**src/rtl/gf_serial_mul.sv**
```systemverilog
// rtl/gf_serial_mul.sv - bit-serial GF(2^M) polynomial-basis multiplier
//
// Computes Q = A * B mod POLY over GF(2^M). It processes one multiplier bit
// per clock, MSB first, so a result takes M+1 clocks from Start to Done.
//
// Parameters:
//   M     field degree, 2..16
//   POLY  irreducible field polynomial, M+1 bits, POLY[M] must be 1
//
// Ports:
//   Clk    clock; all state changes on the rising edge
//   Rst    synchronous active-high reset
//   Start  begin a multiplication (ignored while Busy)
//   A, B   operands in polynomial basis (bit i = coefficient of x^i)
//   Q      last completed product; held until the next completion
//   Busy   high while the multiply is iterating
//   Done   one-cycle pulse when Q has just been updated
module gf_serial_mul #(
  parameter int         M    = 3,
  parameter logic [M:0] POLY = 4'b1011
) (
  input  logic         Clk,
  input  logic         Rst,
  input  logic         Start,
  input  logic [M-1:0] A,
  input  logic [M-1:0] B,
  output logic [M-1:0] Q,
  output logic         Busy,
  output logic         Done
);

  localparam int CW = (M > 1) ? $clog2(M) : 1;

  localparam logic [1:0] ST_IDLE = 2'd0;
  localparam logic [1:0] ST_RUN  = 2'd1;
  localparam logic [1:0] ST_DONE = 2'd2;

  generate
    if (M < 2 || M > 16) begin : g_bad_m
      $error("gf_serial_mul: M must be in 2..16");
    end
    if (POLY[M] != 1'b1) begin : g_bad_poly
      $error("gf_serial_mul: POLY[M] must be 1");
    end
  endgenerate

  logic [1:0]    state;
  logic [M-1:0]  acap;
  logic [M-1:0]  bcap;
  logic [M-1:0]  acc;
  logic [M-1:0]  acc_shift;
  logic [M-1:0]  acc_next;
  logic [CW-1:0] cnt;

  // Horner step: multiply the running sum by x (reducing the bit that would
  // reach degree M), then add A if the current multiplier bit is set.
  always_comb begin
    acc_shift = {acc[M-2:0], 1'b0};
    if (acc[M-1]) begin
      acc_shift = acc_shift ^ POLY[M-1:0];
    end
    acc_next = acc_shift;
    if (bcap[cnt]) begin
      acc_next = acc_shift ^ acap;
    end
  end

  always_ff @(posedge Clk) begin
    if (Rst) begin
      state <= ST_IDLE;
      acap  <= '0;
      bcap  <= '0;
      acc   <= '0;
      cnt   <= '0;
      Q     <= '0;
    end else begin
      case (state)
        ST_IDLE: begin
          if (Start) begin
            acap  <= A;
            bcap  <= B;
            acc   <= '0;
            cnt   <= CW'(M - 1);
            state <= ST_RUN;
          end
        end
        ST_RUN: begin
          acc <= acc_next;
          if (cnt == '0) begin
            Q     <= acc_next;
            state <= ST_DONE;
          end else begin
            cnt <= cnt - CW'(1);
          end
        end
        ST_DONE: begin
          // Accepting here gives back-to-back results every M+1 cycles.
          if (Start) begin
            acap  <= A;
            bcap  <= B;
            acc   <= '0;
            cnt   <= CW'(M - 1);
            state <= ST_RUN;
          end else begin
            state <= ST_IDLE;
          end
        end
        default: state <= ST_IDLE;
      endcase
    end
  end

  assign Busy = (state == ST_RUN);
  assign Done = (state == ST_DONE);

endmodule

```
**config.mk**
```make
export PLATFORM = sky130hd
export DESIGN_NAME = gf_serial_mul
export DESIGN_NICKNAME = d
export VERILOG_FILES = /design/src/rtl/gf_serial_mul.sv
export SDC_FILE = /design/constraint.sdc
export NUM_CORES = 1
export LEC_CHECK = 0
export CAP_MARGIN = 40
export CORE_UTILIZATION = 30
export DETAILED_ROUTE_END_ITERATION = 16
export GPL_TIMING_DRIVEN = 0
export PLACE_DENSITY = 0.47
export RECOVER_POWER = 100
export SYNTH_ARGS = -nofsm -noshare
export SYNTH_HDL_FRONTEND = slang
export SYNTH_SLANG_ARGS = --single-unit
```
**constraint.sdc**
```tcl
create_clock -name Clk -period 1.7 [get_ports Clk]
set_input_delay 0.34 -clock Clk [delete_from_list [all_inputs] [get_ports Clk]]
set_output_delay 0.34 -clock Clk [all_outputs]
set_load 0.01 [all_outputs]
```
==> results list, run 1 <==
- The run finished with clean final reports.
* Switching share of total power: 0.256
- The floorplan step defined a die boundary enclosing 2740 um^2.
- The floorplan has 17 rows.
* Slew headroom: 0.696
- The total overflow left after global routing is 0.
- The die is 52.4 um tall.
- After synthesis, the largest family of logic cells by area is simple AND/OR/NAND/NOR gates.
* Final setup viols: 0
* Vias post-DR: 640
* CTS Buf Count: 3
- In the final layout, the share of cells above drive strength 1 is 0.107.
- Vias in the first global route: 524
- Data on the critical path arrives at its endpoint at 1220 ps.
* Top-level port count: 14
- Nature of the critical path startpoint: register
- Summed over all layers, the routed wires come to 1510 um.
* Share of power burned in combinational logic: 0.151
* Worst hold slack: 330 ps
- Of the total synthesized cell area, the portion taken by XOR and XNOR cells is 0.0115.
* Worst skew pair latency: 290 ps
* I/O Buffers: 12
- At the end of routability-driven placement, the weighted congestion stood at 0.688.
- Most frequent cells in the layout: nand2_1 (18), dfxtp_1 (16), a21oi_1 (10), clkdlybuf4s50_1 (7), nor2_1 (5)
- Counting the fill cells in the layout gives 250.
- Clock-pin slew on the worst setup and hold paths: 90 ps
- Synth Area in Simple Gates: 0.342
- Buffers inserted to repair hold after CTS numbered 0.
- The count of nets left with antenna violations once routing finished came out at 0.
- Horizontal die dimension: 52.4 um
- Wire length of the first global-routing pass: 2480 um
* CP Max Fanout: 2
- Starting density of the core: 0.331
* Synthesized area: 761 um^2
* Synthesized-area fraction occupied by ao, oa, aoi and oai cells: 0.155
- In this run the worst hold path is classified as input pin to register.
* Crit path buffers/inverters: 1
- In the final routed layout, each cell accounts on average for 11.5 um.
* Iteration-0 DRC count of the detailed router: 6
* Worst Setup End Kind: output pin
- The wire-length estimate of the detail-placed layout is 1140 um.
* All-layer global routing usage: 0.126
- Sequential cell area: 320 um^2
- For the pin with the worst max-slew slack, the measured transition is 456 ps.
- The tree built by TritonCTS fans out to 16 sinks.
- The largest single stage delay on the critical path is 600 ps.
- Post-Route Skew: 0.827 ps
* Count of pins over their slew limit: 0
- DRC: 0
- Across the run, the number of max-cap violations was 0.
- Most common library cell in the layout ignoring fill and taps: nand2_1
* Clock network power share: 0.322
* Maximum number of buffers from clock root to sink: 2
- The critical path is of the register to output pin type.
- The internal portion of the total power is 0.583 mW.
- Mean Syn Cell Area: 8.74 um^2
- For the worst setup path, the data required time is 1360 ps.
* Endpoints failing hold: 0
- The analysis attributes to cell leakage a power of 0.388 nW.
- TritonCTS built the clock tree.
- Total power for the finished layout comes to 0.784 mW.
* Initial antenna violation count: 0
- RSZ-0062 raised after global routing: false
- The share of the Yosys chip area taken by registers is 0.421.
- Dividing the detail-routed via count by the number of cells gives 4.89.
- Across the VDD grid, the largest voltage drop is 0.373 mV.
- Post-synthesis share of cell area spent on full adders, half adders and majority gates: 0.0164
- Root buffer cell: clkbuf_4
- The first TritonRoute pass finished after 4 iterations.
- Of the post-synthesis cell area, the part taken by muxes is 0.0132.
* Minimum clock period: 1560 ps
* Psw: 0.201 mW
- Slack of the worst reg-to-reg path: 250 ps
- Synthesis inferred 16 register bits.
- The repair_antennas step left the layout with diodes totalling 0.
- Of the total power, registers draw 0.527.
- The netlist uses 29 different library cells.
- Multi-input gate area: 408 um^2
- Of the available clock period, the critical path in the final layout requires 0.920.
- At the placement stage, the worst setup path has a slack of -169 ps.
- Fmax: 0.640 GHz
- Power density over the cells: 823 nW/um^2
- Worst setup margin: 137 ps
- Cell breakdown of the critical path: dlygate4sd3_1
- Broken down by cell family, the worst path's largest delay share belongs to buffers and inverters.
- Entering global routing, the biggest net connects 11 pins.
- Yosys printed 0 warnings.
- Synthesis produced a netlist with a net count of 97.
* Gate count of the mapped netlist: 87
- Count of nets after finishing: 114
- Deepest level of the CTS H-tree: 1
- The core region is 2300 um^2.
- Area growth from synthesis to final layout: 25.2%
* Library cell contributing the largest single delay on the critical path: dlygate4sd3_1
==> repair_timing <==
item	CTS	global route
endpoints found under the hold margin	0	0
gates resized for setup	4	2
setup endpoints to repair	2	3
buffers inserted	0	0
==> registers in the layout (all words and copies together), names as in the netlist <==
signal  count
acap        3
bcap        3
cnt         2
acc         3
Q           3
state       2
==> cell families after synthesis <==
logic type / count (synthesis)
AND/OR/NAND/NOR: 44
AO/OA/AOI/OAI: 18
flip-flops: 16
buffers and inverters: 6
XOR/XNOR: 1
multiplexers: 1
adder cells (fa/ha/maj): 1
==> area by class of cell <==
cell class / instances / area share
flip-flops and latches: 16 / 0.336
plain buffers: 4 / 0.0250
well taps: 28 / 0.0368
multi-input cells: 65 / 0.428
clock buffers: 4 / 0.0381
inverters: 2 / 0.00788
repair buffers: 12 / 0.127
==> routing by layer <==
metal  vias up  share of wire  track usage
met2        18           0.43        0.175
met3         4          0.057       0.0348
li1        343              -            -
met1       275           0.50        0.168
met5         -              0            0
met4         0          0.014       0.0789
==> per-stage QoR <==
| stage | TNS (ps) | utilization | area, um^2 | instances |
|---|---|---|---|---|
| after detailed placement | -370 | 0.399 | 916 | 127 |
| after global placement | -316 | 0.399 | 916 | 127 |
| after CTS | 0 | 0.416 | 956 | 131 |
| after global routing | 0 | 0.414 | 952 | 131 |
| after floorplan | 0 | - | 761 | 87 |
| final | 0 | 0.414 | 952 | 131 |
==> cell usage after synthesis (all sizes together) <==
master | number | area [um^2]
nand2 | 18 | 67.6
dfxtp | 16 | 320
a21oi | 10 | 50.1
nor2 | 5 | 18.8
nor3b | 4 | 35.0
a211oi | 3 | 22.5
buf | 3 | 20.0
nor2b | 3 | 26.3
a211o | 2 | 17.5
and4 | 2 | 17.5
and4b | 2 | 20.0
inv | 2 | 7.51
nand2b | 2 | 12.5
nand3b | 2 | 15.0
nor3 | 2 | 10.0
nor4 | 2 | 25.0
a2111oi | 1 | 8.76
a311o | 1 | 10.0
and2 | 1 | 6.26
clkbuf | 1 | 3.75
ha | 1 | 12.5
mux2i | 1 | 10.0
nand4 | 1 | 6.26
o21ai | 1 | 8.76
xnor2 | 1 | 8.76
==> power by group through the flow <==
| stage | Sequential [mW] | Combinational, mW | Clock (mW) |
|---|---|---|---|
| CTS | 0.412 | 0.123 | 0.266 |
| detailed placement | 0.421 | 0.124 | 0 |
| global placement | 0.421 | 0.122 | 0 |
| floorplan | 0.418 | 0.0764 | 0 |
| global route | 0.416 | 0.133 | 0.286 |
| finish | 0.413 | 0.119 | 0.253 |
==> final timing paths <==
kind / startpoint / end / cells past startpoint
worst max-delay path: Q[2] / Q[2] / 1
worst min register to register: bcap[2] / bcap[2] / 2
worst min-delay path: Rst / Q[2] / 2
worst max register to register: cnt[0] / Q[2] / 5
Note: power is estimated with default switching activity, not from simulation.
==> run 2, diff against run 1 <==
--- a/config.mk
+++ b/config.mk
@@ -5,7 +5,9 @@
 export SDC_FILE = /design/constraint.sdc
 export NUM_CORES = 1
 export LEC_CHECK = 0
+export ABC_CLOCK_PERIOD_IN_PS = 1700
 export CAP_MARGIN = 40
+export CORE_MARGIN = 2
 export CORE_UTILIZATION = 30
 export DETAILED_ROUTE_END_ITERATION = 16
 export GPL_TIMING_DRIVEN = 0
==> results list, run 2 (same netlist as run 1, synthesis figures left out) <==
* Worst skew pair latency: 280 ps (about the same)
- Remaining Overflow, GRT: 0 (unchanged)
- Leaving out fill and tap cells, the most frequent cell in the layout is nand2_1.
- The maximum fanout count along the critical path came to 2 (unchanged).
* DPL Wire Length: 1120 um (-1.5%)
* Inserted Diodes: 0 (unchanged)
- Critical path required time: 1360 ps (about the same)
- Number of iterations in the first detailed-routing pass: 4 (unchanged)
- Fmax: 0.645 GHz (+0.82%)
- Final setup viols: 0 (unchanged)
- The die footprint was 2950 um^2 (+7.8%).
- Count of nets after finishing: 114 (unchanged)
- Maximum number of buffers from clock root to sink: 2 (unchanged)
- The cell family contributing the most delay on the critical path is buffers and inverters.
- TritonCTS built the clock tree.
* Number of hold-repair buffers added at the cts stage: 0 (unchanged)
* Psw: 0.195 mW (-2.9%)
* Slew headroom: 0.727 (+0.0312)
- The worst slack on hold paths came to 340 ps (+10.7 ps).
- Worst hold path depth: 2 (unchanged)
- The number of standard-cell rows in the floorplan was 18 (+1).
- DRC: 0 (unchanged)
- Final routed wirelength across all metal layers: 1450 um (-3.6%)
* Starting density of the core: 0.313 (-0.0184)
- The first-pass GRT wire length came to 2640 um (+6.4%).
* Internal power summed over all cells: 0.580 mW (-0.57%)
* Pin count of the biggest net entering global routing: 11 (unchanged)
- The share of post-route cells with drive strength above 1 was 0.0971 (-0.00971).
* CTS Buf Count: 3 (unchanged)
* Post-DRT Antenna Nets: 0 (unchanged)
- The final weighted congestion in routability-driven placement is 0.723 (+5.1%).
- Initial antenna violation count: 0 (unchanged)
- The die outline height came to 54.4 um (+3.8%).
- The aggregate global-route resource usage came to 0.123 (-0.00232).
* Iteration-0 DRC count of the detailed router: 10 (+4)
* Clock-pin slew on the worst setup and hold paths: 90 ps (about the same)
- Logic depth of the worst register-to-register path: 5 (unchanged)
* Crit path arrival time: 1210 ps (about the same)
- Nature of the critical path startpoint: register
* Switching share of total power: 0.252 (-0.00450)
* Power density over the cells: 819 nW/um^2 (-0.52%)
* Hold worst-path end: Q[0]
- The buffering stage count on the worst path with inverters included is 1 (unchanged).
- In this run the worst hold path is classified as input pin to register.
- Leakage power of the design: 0.383 nW (-1.2%)
- Count of pins over their slew limit: 0 (unchanged)
- The slew of the pin with the lowest slew margin came to 399 ps (-57.1 ps).
- The number of buffers added on ports was 12 (unchanged).
- Beginning of the worst hold path: Rst
* Vias in the first global route: 613 (+17%)
* Peak VDD IR: 0.341 mV (-8.6%)
* Core area: 2430 um^2 (+5.9%)
- Vias post-DR: 646 (+0.94%)
- RSZ-0062 raised after global routing: false
- Critical register-to-register path endpoint: acc[0]
* Minimum clock period: 1550 ps (-12.7 ps)
* Beginning of the worst register-to-register path: cnt[1]
- The vias per cell is 4.86 (-0.58%).
- Post-Route Skew: 2.22 ps (+1.40 ps)
- Among all stages on the critical path, the largest delay is contributed by dlygate4sd3_1.
- Area growth from synthesis to final layout: 24.3%
- The longest individual stage delay on the worst path was 600 ps (about the same).
* DR WL/cell: 10.9 um (-5.1%)
* Horizontal die dimension: 54.4 um (+3.8%)
* Core Util, Final: 0.389 (-0.0256)
- CTS Sinks: 16 (unchanged)
- Result of the run: finished clean
- The library cells used most frequently in the layout, excluding fill and tap cells, are nand2_1 (18), dfxtp_1 (16), a21oi_1 (10), clkdlybuf4s50_1 (7), nor2_1 (5).
- The setup slack of the most critical reg-to-reg path came to 170 ps (-80 ps).
* Category of the critical setup timing path: register to output pin
- The critical path goes through dlygate4sd3_1.
- Endpoints failing hold: 0 (unchanged)
* Root buffer cell: clkbuf_4
* Worst Setup End Kind: output pin
* Top-level port count: 14 (unchanged)
* Final critical-path share of the clock period: 0.912 (-0.00750)
* Deepest level of the CTS H-tree: 1 (unchanged)
- Share of power burned in combinational logic: 0.148 (-0.003)
- Clock network power share: 0.320 (-0.002)
- Max Cap Viol: 0 (unchanged)
* Share of total power in sequential cells: 0.532 (+0.005)
## run 2: worst max-delay path by stage
stage | startpoint | to | slack [ps] | cells after the start
finish | Q[0] | Q[0] | 150 | 1
global route | cnt[1] | Q[2] | 30 | 5
CTS | state[1] | Done | 7 | 2
detailed placement | Start | acc[0] | -160 | 5
global placement | Start | acc[2] | -160 | 5
floorplan | cnt[0] | cnt[1] | 400 | 5
## run 2: repair_timing
item                       CTS  global route
setup buffers                0             0
gates resized for setup      3             1
setup endpoints to repair    2             1
hold endpoints to repair     0             0
## run 2: final cells by class
type / count / area, um^2
buffer: 4 / 17.5
clock buffer: 4 / 36.3
fill: 276 / 1490
inverter: 2 / 7.51
multi-input combinational: 65 / 405
sequential: 16 / 320
tap: 30 / 37.5
timing repair buffer: 12 / 121
## run 2: power by group through the flow
stage                     registers, mW  logic, mW  clock network (mW)
after floorplan                   0.418     0.0764                   0
after global placement            0.421      0.124                   0
after detailed placement          0.421      0.124                   0
after CTS                         0.413      0.123               0.260
after global routing              0.417      0.131               0.278
final                             0.412      0.115               0.248
## run 2: stage by stage
stage	instances	setup TNS, ps	setup slack, ps	cell area, um^2	power [mW]
4_1_cts	133	0	6.92	956	0.795
3_3_place_gp	129	-339	-157	918	0.545
6_report	133	0	150	946	0.775
5_1_grt	133	0	33.6	946	0.825
3_5_place_dp	129	-340	-161	918	0.545
2_1_floorplan	87	0	402	761	0.495
## run 2: routing by layer
| layer | part of all wire | vias to the layer above | track usage |
|---|---|---|---|
| met3 | 0.073 | 2 | 0.0246 |
| met5 | 0 | - | 0 |
| met1 | 0.47 | 280 | 0.156 |
| li1 | - | 345 | - |
| met4 | 0.010 | 0 | 0.0625 |
| met2 | 0.45 | 19 | 0.199 |
==> run 3, diff against run 2 <==
--- a/config.mk
+++ b/config.mk
@@ -7,12 +7,13 @@
 export LEC_CHECK = 0
 export ABC_CLOCK_PERIOD_IN_PS = 1700
 export CAP_MARGIN = 40
-export CORE_MARGIN = 2
 export CORE_UTILIZATION = 30
+export CTS_CLUSTER_DIAMETER = 60
 export DETAILED_ROUTE_END_ITERATION = 16
 export GPL_TIMING_DRIVEN = 0
 export PLACE_DENSITY = 0.47
 export RECOVER_POWER = 100
+export SLEW_MARGIN = 30
 export SYNTH_ARGS = -nofsm -noshare
 export SYNTH_HDL_FRONTEND = slang
 export SYNTH_SLANG_ARGS = --single-unit
==> results of run 3 <==
Same layout as run 1: the final DEF is identical, and so are final timing and power.
